--- config.mk ---
export PLATFORM = sky130hd
export DESIGN_NAME = game_seq_ctrl_flat
export DESIGN_NICKNAME = d
export VERILOG_FILES = /design/src/rtl/game_seq_ctrl_if.sv /design/src/rtl/game_seq_ctrl.sv /design/src/flat_wrapper.sv
export SDC_FILE = /design/constraint.sdc
export NUM_CORES = 1
export LEC_CHECK = 0
export ABC_CLOCK_PERIOD_IN_PS = 2400
export BUFFER_PORTS_ARGS = -buffer_cell sky130_fd_sc_hd__buf_2
export CAP_MARGIN = 25
export CORE_MARGIN = 3
export CORE_UTILIZATION = 44
export DETAILED_ROUTE_END_ITERATION = 10
export GPL_TIMING_DRIVEN = 0
export PLACE_DENSITY_LB_ADDON = 0.1
export SYNTH_ARGS = -nofsm -noshare
export SYNTH_HDL_FRONTEND = slang
export SYNTH_SLANG_ARGS = --single-unit
--- constraint.sdc ---
create_clock -name vga_clk -period 2.4 [get_ports vga_clk]
set_input_delay 0.12 -clock vga_clk [delete_from_list [all_inputs] [get_ports vga_clk]]
set_output_delay 0.12 -clock vga_clk [all_outputs]
set_load 0.1 [all_outputs]
--- src/rtl/game_seq_ctrl_if.sv ---
// Bundle between game_seq_ctrl and the raster/button/game-logic side.
// The controller takes the slave view.
interface game_seq_ctrl_if #(
  parameter int TAIL_W = 6
);
  logic [9:0]        x_in;
  logic [9:0]        y_in;
  logic              start_btn;
  logic              pause_btn;
  logic              game_over;
  logic              game_won;
  logic [TAIL_W-1:0] tail_count;
  logic              update_tick;
  logic              logic_clear;
  logic              game_run;
  logic [2:0]        state;
  logic [2:0]        level;

  modport master (
    output x_in, y_in, start_btn, pause_btn,
    output game_over, game_won, tail_count,
    input  update_tick, logic_clear, game_run,
    input  state, level
  );

  modport slave (
    input  x_in, y_in, start_btn, pause_btn,
    input  game_over, game_won, tail_count,
    output update_tick, logic_clear, game_run,
    output state, level
  );
endinterface

--- src/rtl/game_seq_ctrl.sv ---
// Frame-synchronous snake game sequencer, single vga_clk domain.
// Optional button debounce: GAME_SEQ_DEBOUNCE_EN.
module game_seq_ctrl #(
  parameter int TAIL_W      = 6,
  parameter int FRAME_Y     = 480,
  parameter int BASE_FRAMES = 30,
  parameter int LEVEL_DEC   = 4,
  parameter int MIN_FRAMES  = 6,
  parameter int LEVEL_STEP  = 4
) (
  input  logic           vga_clk,
  input  logic           reset,
  game_seq_ctrl_if.slave bus
);
  localparam logic [2:0] S_IDLE  = 3'd0;
  localparam logic [2:0] S_CLEAR = 3'd1;
  localparam logic [2:0] S_PLAY  = 3'd2;
  localparam logic [2:0] S_PAUSE = 3'd3;
  localparam logic [2:0] S_OVER  = 3'd4;
  localparam logic [2:0] S_WON   = 3'd5;

  localparam int LSH = $clog2(LEVEL_STEP);
  localparam logic signed [8:0] MIN_S = 9'(MIN_FRAMES);

  logic              frame_hit;
  logic              frame_hit_q;
  logic              frame_stb;
  logic [1:0]        btn_raw;
  logic [1:0]        s1;
  logic [1:0]        s2;
  logic [1:0]        lvl;
  logic [1:0]        lvl_q;
  logic [1:0]        ev;
  logic [2:0]        st;
  logic [2:0]        nxt;
  logic              step;
  logic [7:0]        cnt;
  logic [2:0]        lvl_r;
  logic [2:0]        lvl_new;
  logic [TAIL_W-1:0] tail_sh;
  logic signed [8:0] per_s;
  logic [7:0]        period;
  logic              wrap;
  logic              tick;
  logic              clr;
  logic              run;

  always_ff @(posedge vga_clk) begin
    if (reset) begin
      frame_hit   <= 1'b0;
      frame_hit_q <= 1'b0;
    end else begin
      frame_hit   <= (bus.x_in == 10'd0) &&
                     (bus.y_in == 10'(FRAME_Y));
      frame_hit_q <= frame_hit;
    end
  end

  assign frame_stb = frame_hit & ~frame_hit_q;

  // bit 0 = start, bit 1 = pause
  assign btn_raw = {bus.pause_btn, bus.start_btn};

`ifdef GAME_SEQ_DEBOUNCE_EN
  logic [1:0][1:0] stab;
  logic [1:0]      deb;

  // a new level must persist across four frame strobes
  always_ff @(posedge vga_clk) begin
    if (reset) begin
      stab <= '0;
      deb  <= '0;
    end else begin
      for (int i = 0; i < 2; i++) begin
        if (s2[i] == deb[i]) begin
          stab[i] <= 2'd0;
        end else if (frame_stb) begin
          if (stab[i] == 2'd3) begin
            deb[i]  <= s2[i];
            stab[i] <= 2'd0;
          end else begin
            stab[i] <= stab[i] + 2'd1;
          end
        end
      end
    end
  end

  assign lvl = deb;
`else
  assign lvl = s2;
`endif

  always_ff @(posedge vga_clk) begin
    if (reset) begin
      s1    <= '0;
      s2    <= '0;
      lvl_q <= '0;
      ev    <= '0;
    end else begin
      s1    <= btn_raw;
      s2    <= s1;
      lvl_q <= lvl;
      ev    <= lvl & ~lvl_q;
    end
  end

  assign tail_sh = bus.tail_count >> LSH;
  assign lvl_new = (tail_sh > TAIL_W'(7)) ? 3'd7 : tail_sh[2:0];

  // signed so a deep level cannot wrap below the clamp
  assign per_s  = 9'(BASE_FRAMES) - 9'(lvl_r) * 9'(LEVEL_DEC);
  assign period = (per_s < MIN_S) ? 8'(MIN_FRAMES) : per_s[7:0];
  assign wrap   = cnt >= (period - 8'd1);

  always_comb begin
    nxt  = S_IDLE;
    step = 1'b0;
    case (st)
      S_IDLE:  nxt = ev[0] ? S_CLEAR : S_IDLE;
      S_CLEAR: nxt = S_PLAY;
      S_PLAY: begin
        if (bus.game_won) begin
          nxt = S_WON;
        end else if (bus.game_over) begin
          nxt = S_OVER;
        end else if (ev[1]) begin
          nxt = S_PAUSE;
        end else begin
          nxt  = S_PLAY;
          step = frame_stb;
        end
      end
      S_PAUSE: nxt = ev[1] ? S_PLAY : S_PAUSE;
      S_OVER:  nxt = ev[0] ? S_CLEAR : S_OVER;
      S_WON:   nxt = ev[0] ? S_CLEAR : S_WON;
      default: nxt = S_IDLE;
    endcase
  end

  always_ff @(posedge vga_clk) begin
    if (reset) begin
      st    <= S_IDLE;
      cnt   <= 8'd0;
      lvl_r <= 3'd0;
      tick  <= 1'b0;
      clr   <= 1'b0;
      run   <= 1'b0;
    end else begin
      st   <= nxt;
      run  <= (nxt == S_PLAY);
      clr  <= (nxt == S_CLEAR);
      tick <= 1'b0;
      if (nxt == S_CLEAR) begin
        cnt   <= 8'd0;
        lvl_r <= 3'd0;
      end else if (step) begin
        if (wrap) begin
          tick  <= 1'b1;
          cnt   <= 8'd0;
          lvl_r <= lvl_new;
        end else begin
          cnt <= cnt + 8'd1;
        end
      end
    end
  end

  assign bus.update_tick = tick;
  assign bus.logic_clear = clr;
  assign bus.game_run    = run;
  assign bus.state       = st;
  assign bus.level       = lvl_r;
endmodule

--- src/flat_wrapper.sv ---
// flat-port wrapper written by rule: the top's interface ports become plain ports
module game_seq_ctrl_flat 
#(
  parameter int TAIL_W      = 6,
  parameter int FRAME_Y     = 480,
  parameter int BASE_FRAMES = 30,
  parameter int LEVEL_DEC   = 4,
  parameter int MIN_FRAMES  = 6,
  parameter int LEVEL_STEP  = 4
)
  (vga_clk, reset, bus_x_in, bus_y_in, bus_start_btn, bus_pause_btn, bus_game_over, bus_game_won, bus_tail_count, bus_update_tick, bus_logic_clear, bus_game_run, bus_state, bus_level);
  game_seq_ctrl_if #(.TAIL_W(TAIL_W)) bus_i ();
  input  logic vga_clk;
  input  logic reset;
  input wire logic [$bits(bus_i.x_in)-1:0] bus_x_in;
  input wire logic [$bits(bus_i.y_in)-1:0] bus_y_in;
  input wire logic [$bits(bus_i.start_btn)-1:0] bus_start_btn;
  input wire logic [$bits(bus_i.pause_btn)-1:0] bus_pause_btn;
  input wire logic [$bits(bus_i.game_over)-1:0] bus_game_over;
  input wire logic [$bits(bus_i.game_won)-1:0] bus_game_won;
  input wire logic [$bits(bus_i.tail_count)-1:0] bus_tail_count;
  output wire logic [$bits(bus_i.update_tick)-1:0] bus_update_tick;
  output wire logic [$bits(bus_i.logic_clear)-1:0] bus_logic_clear;
  output wire logic [$bits(bus_i.game_run)-1:0] bus_game_run;
  output wire logic [$bits(bus_i.state)-1:0] bus_state;
  output wire logic [$bits(bus_i.level)-1:0] bus_level;
  assign bus_i.x_in = bus_x_in;
  assign bus_i.y_in = bus_y_in;
  assign bus_i.start_btn = bus_start_btn;
  assign bus_i.pause_btn = bus_pause_btn;
  assign bus_i.game_over = bus_game_over;
  assign bus_i.game_won = bus_game_won;
  assign bus_i.tail_count = bus_tail_count;
  assign bus_update_tick = bus_i.update_tick;
  assign bus_logic_clear = bus_i.logic_clear;
  assign bus_game_run = bus_i.game_run;
  assign bus_state = bus_i.state;
  assign bus_level = bus_i.level;
  game_seq_ctrl #(.TAIL_W(TAIL_W), .FRAME_Y(FRAME_Y), .BASE_FRAMES(BASE_FRAMES), .LEVEL_DEC(LEVEL_DEC), .MIN_FRAMES(MIN_FRAMES), .LEVEL_STEP(LEVEL_STEP)) u_core (.vga_clk(vga_clk), .reset(reset), .bus(bus_i));
endmodule
==> run_results.csv <==
group,metric,value,unit
routing,drtIter0Drc,18,
timing,relSlewSlack,0.6034,
clock_tree,clockRootBuffer,"clkbuf_4",
synth,synth_fp_nets,164,
floorplanning,start_util,0.4764,
placement,placed_cell_area,1440,um^2
synth,ys_ff_latch,27,
timing,rsz0062_at_grt,"no",
floorplanning,rows,18,
global_routing,grt_overflow_total,0,
pwr,p_sw_frac,0.2339,
clock_tree,clock_latency,0.32,ns
routing,wl_per_cell,11.08,um
floorplanning,die_y,58.49,um
floorplanning,io_pins,41,
timing,setup_violations,0,
placement,post-dp-hpwl,1.804,mm
clock_tree,clkTransAtPathRegs,0.14,ns
critical_path,critPathArrivalTime,2.04,ns
pwr,peakVddDrop,352.0,uV
routing,drtAntennaViolNets,0,
global_routing,antenna_found_initial,0,
timing,finClkSkew,0.003205,ns
min_path,whs_path_depth,3,
timing,max_freq,550.2,MHz
critical_path,critPathKind,"reg2reg",
routing,via_per_inst,5.064,
timing,finalHoldViolations,0,
clock_tree,post_cts_buffers,0,
placement,place_ws,0.5930,ns
pwr,p_leak,0.6390,nW
run,maxCapViolations,0,
floorplanning,core_area,2545,um^2
timing,hold_ws,0.06294,ns
global_routing,grtUsageTotal,0.1486,
pwr,p_switching,0.0001678,W
run_status,status,"complete, no violations",
synth,syn_inst,126,
critical_path,critPathRequiredTime,2.63,ns
clock_tree,cts_tree,"yes",
synth,synth.top_cells.by_area,"dfxtp_1, ha_1, nor2b_1, xnor2_1, nor2_1",
global_routing,grt_pass1_vias,1042,
floorplanning,die_w,58.49,um
pwr,power_density,471.8,nW/um^2
layout,stdcell_area,1520,um^2
floorplanning,dieArea,3421,um^2
synth,synth.distinct_cells,36,
clock_tree,clkSinkCount,27,
timing,final_max_slew_viol_count,0,
timing,tns,0,ns
synth,yosysSeqAreaShare,0.4458,
global_routing,grt_first_pass_wirelength,4.126,mm
layout,nets,212,
timing,setup_slack,0.5826,ns
synth,synth_top_area_share,0.4458,
global_routing,grt_max_degree,17,
placement,io_buffers,38,
clock_tree,clock_path_buffers,2,
critical_path,crit_path_end_kind,"flip-flop",
critical_path,path_max_fanout,8,
clock_tree,cts_made_buffers,3,
pwr,clockPowerShare,0.275,
timing,fin_crit,1.817,ns
synth,yosysTopAreaCell,"dfxtp_1",
placement,place_congestion,0.7252,
synth,synth_area,1212,um^2
pwr,seqPwrFrac,0.638,
layout,drive_gt1_frac,0.3121,
timing,period_share,0.7572,
layout,n_antenna_cell,0,
clock_tree,cts_max_level,1,
critical_path,cp-start-kind,"flip-flop",
routing,via_count,1028,
synth,syn_avg_cell_area,9.622,um^2
timing,worst_pin_slew,0.5921,ns
min_path,hold_class,"in2reg",
routing,drt-pass1-iter-count,4,
synth,yosys_warnings,0,
routing,drc,0,
layout,fill_cells,231,
pwr,p_int,0.0005495,W
routing,wirelength,2.249,mm
pwr,combPwrFrac,0.087,
layout,syn_to_final_growth,25.39,%
critical_path,reg2regPathDepth,5,
==> area by class of cell <==
class	instances	area, um^2	share of cell area
multi-input combinational	89	629.4	0.4140
sequential	27	540.5	0.3556
timing repair buffer	43	240.2	0.1580
tap	30	37.54	0.02469
clock buffer	3	22.52	0.01481
inverter	6	22.52	0.01481
buffer	4	20.02	0.01317
clock inverter	1	7.507	0.004938
==> layout by cell type (no fill, tap or decap), types with 2 or more instances in the layout <==
cell type	n
nand2b_1	3
nor2_1	13
mux2i_1	3
nand4_1	3
a21oi_1	3
nand3_1	3
o21ai_0	4
dlygate4sd3_1	5
dfxtp_1	27
nor4_2	3
nor4_1	4
nor2b_1	10
clkbuf_4	3
buf_2	39
nor3_1	5
xnor2_1	6
ha_1	6
or4b_1	2
inv_1	6
nor2_2	2
nand2_1	4
clkbuf_1	2
==> kinds of logic after synthesis <==
group	Yosys count	synth area share
flops	27	0.4458
xor+xnor	6	0.04334
buf+inv	10	0.03509
fa+ha+maj	6	0.06192
mux	5	0.04334
compound gates	13	0.07844
simple gates	59	0.2921
==> layer usage <==
metal	wire, um	up-vias	global-route usage
met4	0	0	0.01987
met1	929	463	0.1678
met5	0	-	0
li1	-	530	-
met3	184	0	0.04386
met2	1135	35	0.2791
==> path summary, 6_finish.rpt <==
| kind | start | end | slack, ns |
|---|---|---|---|
| worst max-delay path | u_core.bus.state[1]$_SDFF_PP0_ | u_core.cnt[1]$_SDFFE_PP0P_ | 0.58 |
| worst min-delay path | bus_tail_count[4] | u_core.bus.level[2]$_SDFFE_PP0P_ | 0.06 |
| worst max register to register | u_core.bus.state[1]$_SDFF_PP0_ | u_core.cnt[1]$_SDFFE_PP0P_ | 0.58 |
| worst min register to register | u_core.lvl_q[0]$_SDFF_PP0_ | u_core.ev[0]$_SDFF_PP0_ | 0.39 |
==> synthesized netlist by cell type <==
library cell / number
and2_1: 1
nand2b_1: 3
nand3_1: 3
nor2_2: 2
a211oi_4: 1
nor3b_1: 1
nor4_2: 3
a31oi_1: 1
a21bo_2: 1
buf_2: 1
o21ai_0: 4
buf_4: 1
xnor2_1: 6
nand2_2: 1
clkbuf_1: 2
a221oi_1: 1
nor4bb_1: 1
nor3_1: 5
nand4_1: 3
nor2b_1: 10
ha_1: 6
inv_1: 6
o211ai_1: 1
mux2_1: 1
or4b_1: 2
and3_1: 1
nor4_1: 4
nor4b_1: 1
mux2i_1: 3
mux2_2: 1
nor2_1: 13
dfxtp_1: 27
a21oi_1: 3
a21boi_0: 1
nand2_1: 4
or4b_2: 1
==> metrics by stage <==
stage               instances  power [W]    util
global placement          194  0.0005239  0.5659
CTS                       203  0.0007302  0.5973
floorplan                 126  0.0004957       -
detailed placement        194  0.0005256  0.5659
global route              203  0.0007541  0.5973
finish                    203  0.0007173  0.5973
==> power groups by stage <==
stage	clock, W	sequential (W)	combinational (W)
after CTS	0.000209	0.000458	0.0000630
after global routing	0.000226	0.000459	0.0000697
final	0.000197	0.000458	0.0000626
after global placement	0	0.000467	0.0000566
after detailed placement	0	0.000467	0.0000581
after floorplan	0	0.000477	0.0000188
==> worst max-delay path, cell delays in order (launching register included) <==
cell	delay [ns]
dfxtp_1	0.46
or4b_1	0.44
buf_2	0.20
nor2_2	0.16
mux2_1	0.32
nor2b_1	0.13
==> flip-flops by register name, indices dropped and copies added (netlist names) <==
signal / flops
u_core.bus.logic_clear: 1
u_core.bus.state: 3
u_core.cnt: 8
u_core.frame_hit_q: 1
u_core.lvl_q: 2
u_core.bus.level: 3
u_core.bus.update_tick: 1
u_core.ev: 2
u_core.lvl: 2
u_core.bus.game_run: 1
u_core.frame_hit: 1
u_core.s1: 2
==> timing repair <==
action,CTS,global route
gates resized for setup,0,0
hold endpoints to repair,4,0
hold buffers,5,0
Power figures use the tool's default switching activity.
